$ cat src/rtl/clock_pkg.sv
// Shared types, limits and time-bus field layout for the time-setting controller.
package clock_pkg;

    typedef enum logic [1:0] {
        ST_RUN      = 2'd0,
        ST_SET_HOUR = 2'd1,
        ST_SET_MIN  = 2'd2,
        ST_SET_SEC  = 2'd3
    } state_t;

    localparam logic [7:0] HOUR_MAX    = 8'd23;
    localparam logic [7:0] MIN_SEC_MAX = 8'd59;

    localparam int HOUR_MSB = 23;
    localparam int HOUR_LSB = 16;
    localparam int MIN_MSB  = 15;
    localparam int MIN_LSB  = 8;
    localparam int SEC_MSB  = 7;
    localparam int SEC_LSB  = 0;

    localparam logic [2:0] BLINK_NONE = 3'b000;
    localparam logic [2:0] BLINK_HOUR = 3'b100;
    localparam logic [2:0] BLINK_MIN  = 3'b010;
    localparam logic [2:0] BLINK_SEC  = 3'b001;

    // A field that cannot be a valid time reading is replaced by zero.
    function automatic logic [7:0] field_clamp(input logic [7:0] val, input logic [7:0] max_val);
        return (val > max_val) ? 8'd0 : val;
    endfunction

    // Increment with wrap at the field maximum; no carry leaves the field.
    function automatic logic [7:0] field_inc(input logic [7:0] val, input logic [7:0] max_val);
        return (val >= max_val) ? 8'd0 : (val + 8'd1);
    endfunction

    function automatic logic [2:0] blink_decode(input state_t st);
        logic [2:0] sel;
        case (st)
            ST_SET_HOUR: sel = BLINK_HOUR;
            ST_SET_MIN:  sel = BLINK_MIN;
            ST_SET_SEC:  sel = BLINK_SEC;
            default:     sel = BLINK_NONE;
        endcase
        return sel;
    endfunction

endpackage

$ cat src/rtl/key_debounce.sv
// Button conditioner: 2-flop synchronizer, stability debouncer and press pulse.
// Key input is active-low; outputs are active-high.
module key_debounce #(
    parameter int DB_CYCLES = 1_000_000
) (
    input  logic clk,
    input  logic rst,
    input  logic key_n,
    output logic pressed,
    output logic press_evt
);

    localparam int CNT_W = (DB_CYCLES > 1) ? $clog2(DB_CYCLES) : 1;
    localparam logic [CNT_W-1:0] CNT_LAST = CNT_W'(DB_CYCLES - 1);

    logic             r_sync1;
    logic             r_sync2;
    logic             r_level;
    logic             r_press;
    logic [CNT_W-1:0] r_cnt;

    logic w_differ;
    logic w_accept;

    assign w_differ  = (r_sync2 != r_level);
    assign w_accept  = w_differ && (r_cnt == CNT_LAST);
    assign pressed   = ~r_level;
    assign press_evt = r_press;

    // Bring the asynchronous key into the clk domain; idle level is released.
    always_ff @(posedge clk) begin
        if (rst) begin
            r_sync1 <= 1'b1;
            r_sync2 <= 1'b1;
        end else begin
            r_sync1 <= key_n;
            r_sync2 <= r_sync1;
        end
    end

    // Count consecutive samples that disagree with the accepted level; flip on the last one.
    always_ff @(posedge clk) begin
        if (rst) begin
            r_cnt   <= '0;
            r_level <= 1'b1;
            r_press <= 1'b0;
        end else begin
            r_press <= w_accept && !r_sync2;
            if (!w_differ) begin
                r_cnt <= '0;
            end else if (w_accept) begin
                r_cnt   <= '0;
                r_level <= r_sync2;
            end else begin
                r_cnt <= r_cnt + 1'b1;
            end
        end
    end

endmodule

$ cat src/rtl/time_set_ctrl.sv
// Time-setting controller: mode key walks hour/minute/second editing, inc key
// bumps the active field (with auto-repeat), and the final mode press commits.
//
// state        | meaning
// -------------+------------------------------------------------
// ST_RUN       | not editing; time_out holds last captured/committed value
// ST_SET_HOUR  | hour field under edit
// ST_SET_MIN   | minute field under edit
// ST_SET_SEC   | second field under edit; next mode commits with load
module time_set_ctrl
    import clock_pkg::*;
#(
    parameter int DB_CYCLES  = 1_000_000,
    parameter int RPT_DELAY  = 50_000_000,
    parameter int RPT_PERIOD = 10_000_000
) (
    input  logic        clk,
    input  logic        rst,
    input  logic        key_mode,
    input  logic        key_inc,
    input  logic [23:0] time_in,
    output logic [23:0] time_out,
    output logic        load,
    output logic        editing,
    output logic [2:0]  blink_sel
);

    localparam int RPT_MAX = (RPT_DELAY > RPT_PERIOD) ? RPT_DELAY : RPT_PERIOD;
    localparam int RPT_W   = (RPT_MAX > 1) ? $clog2(RPT_MAX) : 1;
    localparam logic [RPT_W-1:0] RPT_DELAY_LAST  = RPT_W'(RPT_DELAY - 1);
    localparam logic [RPT_W-1:0] RPT_PERIOD_LAST = RPT_W'(RPT_PERIOD - 1);

    state_t           r_state;
    logic [23:0]      r_edit;
    logic             r_load;
    logic             r_editing;
    logic [2:0]       r_blink;
    logic             r_rpt_active;
    logic [RPT_W-1:0] r_rpt_cnt;

    state_t      w_state_nxt;
    logic [23:0] w_edit_nxt;
    logic        w_load_nxt;
    logic        w_mode_pressed;
    logic        w_mode_evt;
    logic        w_inc_pressed;
    logic        w_inc_evt;
    logic        w_mode_go;
    logic        w_rpt_fire;
    logic        w_inc_go;

    key_debounce #(.DB_CYCLES(DB_CYCLES)) u_db_mode (
        .clk       (clk),
        .rst       (rst),
        .key_n     (key_mode),
        .pressed   (w_mode_pressed),
        .press_evt (w_mode_evt)
    );

    key_debounce #(.DB_CYCLES(DB_CYCLES)) u_db_inc (
        .clk       (clk),
        .rst       (rst),
        .key_n     (key_inc),
        .pressed   (w_inc_pressed),
        .press_evt (w_inc_evt)
    );

    // A press pulse always coincides with the debounced level being low.
    assign w_mode_go  = w_mode_evt && w_mode_pressed;
    assign w_rpt_fire = r_rpt_active && w_inc_pressed && (r_state != ST_RUN) && (r_rpt_cnt == '0);
    // Mode has priority: inc is consumed only when no mode event is present.
    assign w_inc_go   = (w_inc_evt || w_rpt_fire) && !w_mode_go;

    assign time_out  = r_edit;
    assign load      = r_load;
    assign editing   = r_editing;
    assign blink_sel = r_blink;

    // State, edit register and registered output decodes.
    always_ff @(posedge clk) begin
        if (rst) begin
            r_state   <= ST_RUN;
            r_edit    <= '0;
            r_load    <= 1'b0;
            r_editing <= 1'b0;
            r_blink   <= BLINK_NONE;
        end else begin
            r_state   <= w_state_nxt;
            r_edit    <= w_edit_nxt;
            r_load    <= w_load_nxt;
            r_editing <= (w_state_nxt != ST_RUN);
            r_blink   <= blink_decode(w_state_nxt);
        end
    end

    // Next-state, field edits and commit strobe.
    always_comb begin
        w_state_nxt = r_state;
        w_edit_nxt  = r_edit;
        w_load_nxt  = 1'b0;
        case (r_state)
            ST_RUN: begin
                if (w_mode_go) begin
                    w_state_nxt = ST_SET_HOUR;
                    w_edit_nxt  = {field_clamp(time_in[HOUR_MSB:HOUR_LSB], HOUR_MAX),
                                   field_clamp(time_in[MIN_MSB:MIN_LSB], MIN_SEC_MAX),
                                   field_clamp(time_in[SEC_MSB:SEC_LSB], MIN_SEC_MAX)};
                end
            end
            ST_SET_HOUR: begin
                if (w_mode_go) begin
                    w_state_nxt = ST_SET_MIN;
                end else if (w_inc_go) begin
                    w_edit_nxt[HOUR_MSB:HOUR_LSB] = field_inc(r_edit[HOUR_MSB:HOUR_LSB], HOUR_MAX);
                end
            end
            ST_SET_MIN: begin
                if (w_mode_go) begin
                    w_state_nxt = ST_SET_SEC;
                end else if (w_inc_go) begin
                    w_edit_nxt[MIN_MSB:MIN_LSB] = field_inc(r_edit[MIN_MSB:MIN_LSB], MIN_SEC_MAX);
                end
            end
            ST_SET_SEC: begin
                if (w_mode_go) begin
                    w_state_nxt = ST_RUN;
                    w_load_nxt  = 1'b1;
                end else if (w_inc_go) begin
                    w_edit_nxt[SEC_MSB:SEC_LSB] = field_inc(r_edit[SEC_MSB:SEC_LSB], MIN_SEC_MAX);
                end
            end
            default: begin
                w_state_nxt = ST_RUN;
            end
        endcase
    end

    // Auto-repeat timer: armed by an accepted inc press, first fire after the
    // delay, then periodic; any release, mode event or RUN state disarms it.
    always_ff @(posedge clk) begin
        if (rst) begin
            r_rpt_active <= 1'b0;
            r_rpt_cnt    <= '0;
        end else if ((r_state == ST_RUN) || w_mode_go || !w_inc_pressed) begin
            r_rpt_active <= 1'b0;
            r_rpt_cnt    <= '0;
        end else if (w_inc_evt) begin
            r_rpt_active <= 1'b1;
            r_rpt_cnt    <= RPT_DELAY_LAST;
        end else if (r_rpt_active) begin
            if (r_rpt_cnt == '0) begin
                r_rpt_cnt <= RPT_PERIOD_LAST;
            end else begin
                r_rpt_cnt <= r_rpt_cnt - 1'b1;
            end
        end
    end

endmodule

$ cat config.mk
export PLATFORM = sky130hd
export DESIGN_NAME = time_set_ctrl
export DESIGN_NICKNAME = d
export VERILOG_FILES = /design/src/rtl/clock_pkg.sv /design/src/rtl/key_debounce.sv /design/src/rtl/time_set_ctrl.sv
export SDC_FILE = /design/constraint.sdc
export NUM_CORES = 1
export LEC_CHECK = 0
export BUFFER_PORTS_ARGS = -buffer_cell sky130_fd_sc_hd__buf_2
export CELL_PAD_IN_SITES_DETAIL_PLACEMENT = 1
export CELL_PAD_IN_SITES_GLOBAL_PLACEMENT = 2
export CORE_MARGIN = 2
export CORE_UTILIZATION = 30
export CTS_CLUSTER_SIZE = 25
export DETAILED_ROUTE_END_ITERATION = 8
export GPL_TIMING_DRIVEN = 0
export PLACE_DENSITY = 0.68
export SLEW_MARGIN = 25
export SYNTH_ARGS = -nofsm -noshare
export SYNTH_HDL_FRONTEND = slang
export SYNTH_HIERARCHICAL = 1
export SYNTH_SLANG_ARGS = --single-unit
$ cat constraint.sdc
create_clock -name clk -period 2.25 [get_ports clk]
set_input_delay 0.1125 -clock clk [delete_from_list [all_inputs] [get_ports clk]]
set_output_delay 0.1125 -clock clk [all_outputs]
set_load 0.02 [all_outputs]
==> flow_summary.json <==
{
  "clk_pin_slew_ps": 70,
  "hp-class": "in2reg",
  "r2r_setup_slack_ps": -20,
  "synthFlopType": "dfxtp_1",
  "routed_wl_um": 14100,
  "dieArea_sq_um": 18100,
  "yosys_warnings": 6,
  "avgSynthCellArea_sq_um": 8.59,
  "critPathCaptureType": "flip-flop",
  "crit_family": "simple AND/OR/NAND/NOR gates",
  "nNetsFinal": 714,
  "grt.overflow.total": 0,
  "route.layer.met1.wl_um": 6680,
  "io_buffers": 56,
  "crit_type": "reg2reg",
  "crit_fanout": 5,
  "violations": "setup timing",
  "worst_slack_ps": -18.2,
  "outcome": "finished with violations",
  "finalSetupViolations": 4,
  "p_leak_nw": 2.23,
  "antenna_left": 0,
  "ys_async_sr_fraction_pct": 0,
  "skew_ps": 8.03,
  "netlist_area_sq_um": 5100,
  "grtUsageTotal_pct": 16.1,
  "crit_required_ps": 2490,
  "cts_buffer_depth": 2,
  "core_area_sq_um": 16600,
  "multiInputGateArea_sq_um": 2950,
  "synthToLayoutAreaGrowth_pct": 23.9,
  "antennaDiodeCount": 0,
  "wl_met3_um": 337,
  "crit_slowest_cell": "or4_4",
  "grt_pass1_vias": 4817,
  "wl_met2_um": 6880,
  "die_w_um": 134,
  "initial_core_util_pct": 30.8,
  "hold_ws_ps": 74.8,
  "grt_pass1_wl_um": 23600,
  "drt_pass1_iterations": 4,
  "yosysSeqAreaShare_pct": 41.6,
  "clock_latency_ps": 340,
  "tightestPinTransition_ps": 804,
  "critPathBufInv": 0,
  "cts_made_buffers": 9,
  "antenna_found_initial": 0,
  "arrival_ps": 2510,
  "drive_gt1_share_pct": 23.6,
  "slowest_delay_ps": 550,
  "fin_util_pct": 38.2,
  "totalPowerFinal_w": 0.00341,
  "dr_total_vias": 4673,
  "cts_sinks": 106,
  "cts_tree": "done",
  "post-dp-hpwl_um": 10200,
  "post-route-drc-count": 0,
  "htree_levels": 3,
  "powerDensity_nw_per_um2": 539,
  "rsz0062_at_grt": "true",
  "nFillCells": 1974,
  "clock_tree.root_cell": "clkbuf_16",
  "top_layer_used": "met4",
  "yosysUniqueCellTypes": 65,
  "grt_max_degree": 16,
  "worst_ir_drop_vdd_uv": 334,
  "synth_edf_count": 0,
  "period_minus_slack_ps": 2270,
  "syn_inst": 594,
  "finalSetupTns_ps": -35.9,
  "slew_violations": 0,
  "seq_area_sq_um": 2130,
  "fmax_mhz": 441,
  "via_per_inst": 5.17,
  "die_h_um": 134,
  "finalCritPeriodShare_pct": 101,
  "placementRows": 47,
  "cp-start-kind": "flip-flop",
  "drtIter0Drc": 135,
  "finalHoldViolCount": 0,
  "post_drt_wl_per_cell_um": 15.6,
  "syn_nets": 628,
  "slew_headroom_pct": 46.4,
  "worstPathCellList": "or4_4 -> nand2b_4 -> or3_4 -> o21ai_4 -> o21ai_1 -> a32o_1",
  "gp_congestion": 0.788,
  "yosys_register_bits": 106,
  "io_pins": 57,
  "maxCapViolations": 0
}
layer usage:
layer,global-route usage (%),up-vias
met5,0,-
met4,5.32,0
met3,2.34,16
met2,27.7,52
met1,20.6,2280
li1,-,2325
sequential cells by signal (all words and copies together) (netlist names):
| register | count |
|---|---|
| u_db_inc/r_level | 1 |
| time_out | 24 |
| u_db_inc/r_sync2 | 1 |
| u_db_mode/r_cnt | 20 |
| blink_sel | 3 |
| r_rpt_active | 1 |
| u_db_mode/r_sync2 | 1 |
| u_db_mode/r_level | 1 |
| u_db_mode/r_sync1 | 1 |
| u_db_inc/r_sync1 | 1 |
| r_state | 2 |
| u_db_inc/r_cnt | 20 |
| editing | 1 |
| u_db_inc/press_evt | 1 |
| load | 1 |
| u_db_mode/press_evt | 1 |
| r_rpt_cnt | 26 |
cell families (layout without fill, tap and decap cells):
logic type | after synthesis | after routing | share of synthesized area (%)
adder cells (fa/ha/maj) | 6 | 6 | 1.47
flip-flops | 106 | 106 | 41.6
buffers and inverters | 49 | 138 | 4.93
AND/OR/NAND/NOR | 266 | 266 | 28.0
multiplexers | 2 | 2 | 0.417
XOR/XNOR | 47 | 47 | 8.06
AO/OA/AOI/OAI | 118 | 118 | 15.5
placed cells by master, fill, tap and decap left out, types with 10 or more instances in the layout:
cell type  instances
a21oi_1           43
and3_1            10
buf_2             59
buf_4             13
buf_6             11
clkbuf_1          10
dfxtp_1          102
inv_1             24
nand2_1           32
nand3_1           32
nand4_1           18
nor2_1            70
nor3_1            24
o21ai_0           17
xnor2_1           31
xor2_1            16
layout make-up:
class / count / area share (%)
sequential: 106 / 33.7
inverter: 26 / 1.54
tap: 220 / 4.35
clock buffer: 11 / 3.84
timing repair buffer: 77 / 7.36
clock inverter: 3 / 0.277
buffer: 21 / 2.29
multi-input combinational: 439 / 46.7
cells in the mapped netlist (3+ instances only):
cell type	n	share of area [%]
buf_6	5	1.1
clkbuf_1	10	0.74
a211oi_2	3	0.74
nand2_1	33	2.4
nor2b_1	5	0.61
nor4b_1	4	0.69
o21ai_0	21	2.1
and3_1	11	1.3
a31o_2	3	0.51
a22oi_1	3	0.44
o31ai_1	3	0.44
xor2_1	16	2.7
a21oi_1	44	4.3
nor4_1	17	2.1
or3_1	6	0.74
nor3b_1	8	1.2
inv_1	25	1.8
nand4b_1	4	0.69
buf_2	4	0.39
and2_1	3	0.37
nor3_1	24	2.4
a32o_1	5	0.98
or4_1	3	0.44
a31oi_1	4	0.49
nand4_1	18	2.2
dfxtp_1	106	42
xnor2_1	31	5.3
ha_1	6	1.5
o2111ai_1	4	0.69
or3_4	3	0.66
a221oi_1	3	0.51
nand2b_1	3	0.37
nor2_1	73	5.4
or2_2	4	0.49
a211oi_1	5	0.74
nand3_1	32	3.1
tightest hold or removal path, stage by stage:
cell and delay, ps:
buf_2 90, a221oi_2 50, nor3_1 120
report_power, final:
group / internal, W / switching, W / leakage [nW]
Combinational: 0.0000363 / 0.0000511 / 1.24
Sequential: 0.00188 / 0.00000203 / 0.857
Clock: 0.000766 / 0.000677 / 0.127
Total: 0.00268 / 0.000730 / 2.23
worst paths after layout:
| check | start | endpoint | cells past startpoint |
|---|---|---|---|
| worst max-delay path | r_rpt_cnt[14] | time_out[12] | 6 |
| worst min-delay path | time_in[1] | time_out[1] | 3 |
| worst max register to register | r_rpt_cnt[14] | time_out[12] | 6 |
| worst min register to register | u_db_mode/r_sync1 | u_db_mode/r_sync2 | 1 |
timing repair:
item	4_1_cts	5_1_grt
setup buffers	11	7
pin swaps	12	18
endpoints found under the hold margin	2	0
endpoints found under the setup margin	40	25
cloned	1	0
hold buffers	2	0
resized for setup	28	28
per-stage QoR:
stage	instances	worst slack (ps)	cell area [sq um]
after floorplan	594	40.0	5100
after global placement	870	-647	5660
after detailed placement	870	-730	5660
after CTS	897	-24.6	6150
after global routing	903	-74.1	6330
final	903	-18.2	6330
(Power assumes the default switching activity.)
